### config.mk
export PLATFORM = sky130hd
export DESIGN_NAME = slow_clock_monitor
export DESIGN_NICKNAME = d
export VERILOG_FILES = /design/src/rtl/slow_clock_monitor.sv
export SDC_FILE = /design/constraint.sdc
export NUM_CORES = 1
export LEC_CHECK = 0
export BUFFER_PORTS_ARGS = -buffer_cell sky130_fd_sc_hd__buf_2
export CORE_MARGIN = 3
export CORE_UTILIZATION = 55
export DETAILED_ROUTE_END_ITERATION = 10
export MAX_ROUTING_LAYER = met4
export PLACE_DENSITY = 0.86
export RECOVER_POWER = 100
export SYNTH_ARGS = -nofsm -noshare
export SYNTH_HDL_FRONTEND = slang
export SYNTH_SLANG_ARGS = --single-unit
export TNS_END_PERCENT = 1
### constraint.sdc
create_clock -name clkin -period 4.55 [get_ports clkin]
set_input_delay 0.2275 -clock clkin [delete_from_list [all_inputs] [get_ports clkin]]
set_output_delay 0.2275 -clock clkin [all_outputs]
set_load 0.03 [all_outputs]
### src/rtl/slow_clock_monitor.sv
// ---------------------------------------------------------------------------
// slow_clock_monitor
//
// Fast-domain monitor for a slow toggling clock (normally a divider output).
// The slow level is synchronised into the clkin domain. Every synchronised
// level change produces a one-cycle rise_tick or fall_tick, so downstream
// logic can stay on clkin and use enables instead of a derived clock. The
// block also measures the half-period in clkin cycles and, optionally,
// flags a slow clock that has stopped toggling.
//
// Parameters
//   SYNC_STAGES  synchroniser depth, must be at least 2
//   CNT_W        width of the edge-interval counter and of half_period
//   TIMEOUT      clkin cycles without an edge before stall is declared,
//                must satisfy 1 <= TIMEOUT < 2**CNT_W - 1
//
// Ports
//   clkin         in   fast system clock, all logic on its rising edge
//   reset         in   asynchronous, active-high reset
//   slowin        in   slow toggling input, asynchronous to clkin
//   rise_tick     out  one-cycle pulse per synchronised rising edge
//   fall_tick     out  one-cycle pulse per synchronised falling edge
//   half_period   out  clkin cycles between the last two edges
//   period_valid  out  half_period holds a real measurement
//   stalled       out  no edge seen for TIMEOUT cycles
//
// Build option
//   SLOW_MON_STALL_EN  when defined, the timeout comparison, the STALLED
//                      state and the stalled output are built. When not
//                      defined, stalled is tied low, period_valid only
//                      drops on reset and TIMEOUT has no functional effect.
// ---------------------------------------------------------------------------
module slow_clock_monitor #(
  parameter int SYNC_STAGES = 2,
  parameter int CNT_W       = 25,
  parameter int TIMEOUT     = 1000
) (
  input  logic             clkin,
  input  logic             reset,
  input  logic             slowin,
  output logic             rise_tick,
  output logic             fall_tick,
  output logic [CNT_W-1:0] half_period,
  output logic             period_valid,
  output logic             stalled
);

  // Measurement progress. The first edge after reset (or after a stall)
  // only gives a reference point; the second one yields a real interval.
  typedef enum logic [1:0] {
    WAIT_FIRST = 2'd0,
    MEASURE    = 2'd1,
    LOCKED     = 2'd2
`ifdef SLOW_MON_STALL_EN
    , STALLED  = 2'd3
`endif
  } mon_state_t;

  localparam logic [CNT_W-1:0] CNT_MAX = {CNT_W{1'b1}};

  // Parameter sanity: a single flop is not a synchroniser, and a timeout
  // at or beyond the saturation value could never be matched reliably.
  if (SYNC_STAGES < 2) begin : g_check_sync
    $error("slow_clock_monitor: SYNC_STAGES must be at least 2");
  end
  if ((TIMEOUT < 1) ||
      (longint'(TIMEOUT) >= ((longint'(1) << CNT_W) - longint'(1)))) begin : g_check_timeout
    $error("slow_clock_monitor: TIMEOUT must be in 1 .. 2**CNT_W-2");
  end

  logic [SYNC_STAGES-1:0] sync_q;
  logic                   sync_level;
  logic                   prev;
  logic                   edge_det;
  logic [CNT_W-1:0]       cnt;
  logic [CNT_W-1:0]       cnt_inc;
  mon_state_t             state_q;
  mon_state_t             state_d;
  logic [CNT_W-1:0]       half_d;
  logic                   valid_d;

  // Synchroniser chain. slowin enters at bit 0 and the settled level is
  // taken from the top bit.
  always_ff @(posedge clkin or posedge reset) begin
    if (reset) begin
      sync_q <= '0;
    end else begin
      sync_q <= {sync_q[SYNC_STAGES-2:0], slowin};
    end
  end

  assign sync_level = sync_q[SYNC_STAGES-1];
  assign edge_det   = (sync_level != prev);

  // prev trails the synchronised level by one cycle; any difference is an
  // edge. The ticks are registered so they line up with the state and
  // half_period updates made on the same clock edge.
  always_ff @(posedge clkin or posedge reset) begin
    if (reset) begin
      prev      <= 1'b0;
      rise_tick <= 1'b0;
      fall_tick <= 1'b0;
    end else begin
      prev      <= sync_level;
      rise_tick <= edge_det & sync_level;
      fall_tick <= edge_det & ~sync_level;
    end
  end

  // Saturating increment. It serves both as the next counter value and as
  // the captured interval: the counter restarts at 0 on the edge cycle, so
  // the cycle count between edges is cnt + 1.
  assign cnt_inc = (cnt == CNT_MAX) ? CNT_MAX : cnt + CNT_W'(1);

  // Interval counter: cleared on every edge, otherwise counts up and
  // sticks at all-ones so a long gap never wraps into a short reading.
  always_ff @(posedge clkin or posedge reset) begin
    if (reset) begin
      cnt <= '0;
    end else if (edge_det) begin
      cnt <= '0;
    end else begin
      cnt <= cnt_inc;
    end
  end

`ifdef SLOW_MON_STALL_EN
  localparam logic [CNT_W-1:0] TIMEOUT_LAST = CNT_W'(TIMEOUT - 1);

  logic timeout_hit;
  logic stalled_d;

  // An edge in the same cycle as the timeout match resets the interval,
  // so the edge wins and no stall is declared.
  assign timeout_hit = !edge_det && (cnt == TIMEOUT_LAST);
`endif

  // Next-state and next-output logic for the measurement FSM.
  always_comb begin
    state_d = state_q;
    half_d  = half_period;
    valid_d = period_valid;
`ifdef SLOW_MON_STALL_EN
    stalled_d = stalled;
`endif

    case (state_q)
      WAIT_FIRST: begin
        if (edge_det) begin
          state_d = MEASURE;
        end
      end
      MEASURE: begin
        if (edge_det) begin
          state_d = LOCKED;
          half_d  = cnt_inc;
          valid_d = 1'b1;
        end
      end
      LOCKED: begin
        if (edge_det) begin
          half_d = cnt_inc;
        end
      end
`ifdef SLOW_MON_STALL_EN
      STALLED: begin
        // The interval ending here spans the stall and is meaningless,
        // so measurement restarts without touching half_period.
        if (edge_det) begin
          state_d   = MEASURE;
          stalled_d = 1'b0;
        end
      end
`endif
      default: begin
        state_d = WAIT_FIRST;
      end
    endcase

`ifdef SLOW_MON_STALL_EN
    if (timeout_hit) begin
      state_d   = STALLED;
      stalled_d = 1'b1;
      valid_d   = 1'b0;
    end
`endif
  end

  // FSM state and the registered measurement outputs.
  always_ff @(posedge clkin or posedge reset) begin
    if (reset) begin
      state_q      <= WAIT_FIRST;
      half_period  <= '0;
      period_valid <= 1'b0;
    end else begin
      state_q      <= state_d;
      half_period  <= half_d;
      period_valid <= valid_d;
    end
  end

`ifdef SLOW_MON_STALL_EN
  // Stall flag, raised on the cycle the timeout is reached and cleared by
  // the next edge.
  always_ff @(posedge clkin or posedge reset) begin
    if (reset) begin
      stalled <= 1'b0;
    end else begin
      stalled <= stalled_d;
    end
  end
`else
  assign stalled = 1'b0;
`endif

endmodule

After elaboration in Yosys (flattened, before gate mapping)
Cells that the tools add are included.
{"block": "totals", "word_cells": 29, "inputBits": 3, "out_inout_bits": 29, "register_bits": 58}
{"block": "op_classes", "add_sub_neg": 1, "n_bitwise": 4, "n_reduce_logical": 5, "n_eq_ne": 6, "mux": 5}
{"op": "two-way mux 25 bit", "n": 2}
{"op": "adder 25 x 1 -> 25 bit (second input constant)", "n": 1}
{"op": "== test 25 bit (second input constant)", "n": 1}
{"op": "case mux 2 bit (3 select lines)", "n": 1}
{"op": "two-way mux 2 bit", "n": 2}
{"op": "inequality test 2 bit (second input constant)", "n": 2}
{"op": "AND reduction 2 bit", "n": 2}
{"op": "AND reduction 3 bit", "n": 1}
{"op": "bitwise AND 1 bit", "n": 2}
{"op": "== test 2 x 1 -> 1 bit (second input constant)", "n": 1}
{"op": "== test 2 bit (second input constant)", "n": 1}
{"op": "logical NOT 2 bit", "n": 1}
{"op": "inverter 1 bit", "n": 2}
{"op": "OR reduction 2 bit", "n": 1}
{"op": "inequality test 1 bit", "n": 1}

Logic depth before layout (Yosys ltp)
{"block": "logic_depth", "ltp_word": 3, "mapped_depth": 8, "ltp_nobuf": 6}

Worst setup path before layout
No wires, ideal clock.
{"block": "synth_path", "path_type": "register -> register", "startpoint": "register cnt[0]", "endpoint": "register half_period[11]", "required_time_ns": 4.474, "setup_ns": 0.076, "path_stages_with_launch": 8, "path_slack_ns": 2.558, "n_path_buf": 1, "arrival_time_ns": 1.916, "cell_sequence": "dfrtp_1 -> ha_1 -> nand3_2 -> or4_4 -> nor3_4 -> buf_6 -> nor2_1 -> o21ai_2"}
{"block": "synth_via", "elab_chain_cells": 2}
{"item": "start, declared", "line": "75", "rtl": "logic [CNT_W-1:0] cnt;"}
{"item": "start signal, assigned", "line": "123", "rtl": "cnt <= cnt_inc;"}
{"item": "adder 25 x 1 -> 25 bit / == test 25 bit (equally long branches)", "line": "113", "rtl": "assign cnt_inc = (cnt == CNT_MAX) ? CNT_MAX : cnt + CNT_W'(1);"}
{"item": "two-way mux 25 bit *", "line": "113"}
{"item": "end signal, assigned", "line": "197", "rtl": "half_period <= half_d;"}
{"item": "end, declared", "line": "43", "rtl": "output logic [CNT_W-1:0] half_period,"}
Mark *: on every way between the ends. The rest lies on a longest branch, timed or not.
A chain may end at the register's enable or synchronous reset.

Final worst setup path
{"block": "layout_path", "startpoint": "register sync_q[1]", "endpoint": "register half_period[14]"}
{"block": "layout_via", "elab_chain_cells": 2}
{"item": "start, declared", "line": "71", "rtl": "logic [SYNC_STAGES-1:0] sync_q;"}
{"item": "start signal, assigned", "line": "88", "rtl": "sync_q <= {sync_q[SYNC_STAGES-2:0], slowin};"}
{"item": "inequality test 1 bit", "line": "93", "rtl": "assign edge_det = (sync_level != prev);"}
{"item": "AND reduction 2 bit (no line)"}
Every way passes these cells.

==> summary.md <==
| Metric | Value |
|---|---|
| X dimension of the die | 74.0 um |
| P per Cell Area | 520 nW/um2 |
| Synth cell types | 37 |
| Number of antenna violations at the first check in global routing | 0 |
| Number of enable-type register cells in the synthesized netlist | 0 |
| Transition at the pin with the smallest max-transition slack | 2.98 ns |
| Vias per cell | 5.47 |
| Via count of the first global-routing pass | 1862 |
| Later-pin clock latency in the skew report | 0.33 ns |
| Fraction of registers with async set or reset after synthesis | 1.00 |
| Final clock period utilization by the worst path | 0.628 |
| Cell types occupying the most area after synthesis | sky130_fd_sc_hd__dfrtp_1 (57%), sky130_fd_sc_hd__nor2_1 (5.9%), sky130_fd_sc_hd__xor2_1 (4.8%) |
| Maximum number of pins on one net before global-route repair | 59 |
| Final hold violation count | 0 |
| Antenna diode count | 0 |
| IO Pins | 32 |
| Nature of the critical path startpoint | flip-flop |
| Clock-pin slew on the worst setup and hold paths | 0.06 ns |
| DRC Markers | 0 |
| GR Util All Layers | 0.216 |
| Average detailed-routed wire length per instance | 14.3 um |
| Setup repair after global routing missed its margin | no |
| Chip height | 74.0 um |
| Port-buffer cells | 30 |
| Critical path, cell by cell | inv_1 -> ha_1 -> clkinv_1 -> nand2_1 -> nor2_1 -> a21oi_1 |
| Yosys warning count | 0 |
| Die outline area | 5480 um2 |
| Nets | 290 |
| Grt total ovfl | 0 |
| Violations in the final reports | capacitance limit, slew limit |
| Final weighted congestion in routability-driven placement | 0.934 |
| Worst Setup Slack post-DPL | 1.46 ns |
| Final max-slew violation count | 59 |
| CTS H-tree depth | 3 |
| Crit path launch | sync_q[1] |
| Total number of vias | 1853 |
| Critical Setup Path Class | flip-flop to flip-flop |
| Ranking of synthesized cells by instance count | sky130_fd_sc_hd__dfrtp_1 (58), sky130_fd_sc_hd__nor2_1 (40), sky130_fd_sc_hd__nand2_1 (27) |
| Final count of negative-setup-slack endpoints | 0 |
| Worst-path fanout max | 30 |
| Run status | finished, violations left |
| Synthesized netlist net count | 256 |
| Endpoint type of the worst setup path | flip-flop |
| Maximum clock insertion buffer count | 2 |
| CTS tree | yes |
| Reg2reg end | half_period[14] |
| Proportion of synthesized chip area in sequential cells | 0.570 |
| Type of the most critical hold path | flip-flop to flip-flop |
| Delay of the slowest critical-path stage | 0.89 ns |
| Combined area of all synthesized cells | 2540 um2 |
| Worst-case register-to-register setup slack | 1.69 ns |
| Max-slew headroom | -0.986 |
| Proportion of layout cells with a drive suffix above 1 | 0.0767 |
| Antenna Nets Post-Route | 0 |
| Predominant post-synthesis flop cell | sky130_fd_sc_hd__dfrtp_1 |
| Cts bufs inserted | 9 |
| Starting Density | 0.577 |
| Leakage | 0.00130 uW |
| First-iteration detailed-routing DRC count | 192 |
| Master of the slowest instance on the critical path | sky130_fd_sc_hd__nand2_1 |
| Num Clock Sinks | 58 |
| Area fraction of the dominant cell type after synthesis | 0.570 |
| Beginning of the worst register-to-register path | sync_q[1] |
| Global-route wire length before repair | 8560 um |
| Worst clock skew | 0.00604 ns |
| Highest achievable clock rate | 0.350 GHz |
| Dominant cell by count in the synthesized netlist | sky130_fd_sc_hd__dfrtp_1 |
| Clock root buffer | sky130_fd_sc_hd__clkbuf_8 |
| Synthesized flop and latch total | 58 |
| Required time worst endpoint | 4.80 ns |
| Critical Path Sink | half_period[14] |
| Final setup slack of the worst path | 1.69 ns |
| Count of TritonRoute iterations in the first routing pass | 4 |
| Placement Rows | 24 |
| Average footprint of a synthesized cell | 10.3 um2 |
| VDD IR-drop max | 0.323 mV |
| Core footprint | 4410 um2 |
| Detailed Place HPWL | 3250 um |
| Setup TNS | 0 ns |
| Cell count after synthesis | 248 |
| Data arrival time of the worst path | 3.11 ns |
| Final critical path time including I/O delays and setup | 2.86 ns |
| Number of cells on the worst reg-to-reg path | 6 |
| Synthesis-to-finish area growth | 12.2% |
| Max-cap check violation count | 1 |
| Biggest area consumer among synthesized cells | sky130_fd_sc_hd__dfrtp_1 |
| Final WL | 4850 um |
area by class of cell:
class                      count  area (um2)
timing repair buffer          32         129
sequential                    58        1450
clock buffer                  11         151
multi-input combinational    173         977
inverter                       8        30.0
tap                           52        65.1
fill                         396        1560
clock inverter                 5        52.6
per-layer routing:
metal,vias up,wire [um],GRT usage,part of all wire
met4,0,75,0.0825,0.015
met5,-,0,-,0
met3,10,229,0.0730,0.047
li1,922,-,-,-
met2,40,2340,0.320,0.48
met1,881,2210,0.275,0.46
timing repair:
item                                   in CTS  in global routing
setup buffers                               0                  0
endpoints found under the hold margin       1                  0
hold buffers                                1                  0
resized for setup                           0                  0
report_power, final:
| part | total, uW | internal, uW | switching [uW] |
|---|---|---|---|
| clock network | 477 | 279 | 198 |
| logic | 373 | 92.6 | 280 |
| registers | 635 | 591 | 44.4 |
| total | 1490 | 963 | 522 |
placed cells by master, fill, tap and decap left out, drive strengths merged, types with 2 or more instances in the layout:
cell type	count
a21oi	19
a31oi	3
and4	4
buf	2
clkbuf	40
clkinv	4
dfrtp	58
ha	5
inv	7
nand2	27
nand3	7
nand4	8
nor2	42
nor3	6
nor4	5
o21a	2
o21ai	16
xnor2	5
xor2	14
state kept, by name, summed over array words and instances (netlist names):
name / flops
cnt: 25
half_period: 25
state_q: 2
sync_q: 2
fall_tick: 1
period_valid: 1
prev: 1
rise_tick: 1
metrics by stage:
step / std cells / area [um2] / power, uW / hold WS [ns] / utilization
2_1_floorplan: 248 / 2540 / 944 / 0.259 / -
3_3_place_gp: 322 / 2720 / 1030 / 0.336 / 0.616
3_5_place_dp: 322 / 2720 / 1050 / 0.337 / 0.616
4_1_cts: 339 / 2940 / 1530 / 0.109 / 0.665
5_1_grt: 339 / 2860 / 1580 / 0.384 / 0.647
6_report: 339 / 2860 / 1490 / 0.359 / 0.647
kinds of logic after synthesis:
family                     Yosys count  synth area share
other                                1           0.00147
adders and majority gates            5            0.0246
AOI/OAI and AO/OA                   43             0.102
and+or+nand+nor                    104             0.202
buffers and inverters               17            0.0300
xor gates and xnor gates            19            0.0654
DFF                                 58             0.570
muxes                                1           0.00393
worst max-delay path, delay by kind of cell, from the launching register on:
family	cells	cell delay, ns
AO/OA/AOI/OAI	1	0.22
adder cells (fa/ha/maj)	1	0.34
buffers and inverters	2	0.65
flip-flops	1	0.37
AND/OR/NAND/NOR	2	1.20
worst min-delay path by stage:
stage	cells past startpoint	from	endpoint	slack [ns]
floorplan	0	slowin	sync_q[0]	0.26
global route	0	sync_q[0]	sync_q[1]	0.38
global placement	1	slowin	sync_q[0]	0.34
detailed placement	1	slowin	sync_q[0]	0.34
finish	0	sync_q[0]	sync_q[1]	0.36
CTS	3	reset	half_period[19]	0.11
Note: power is estimated with default switching activity, not from simulation.
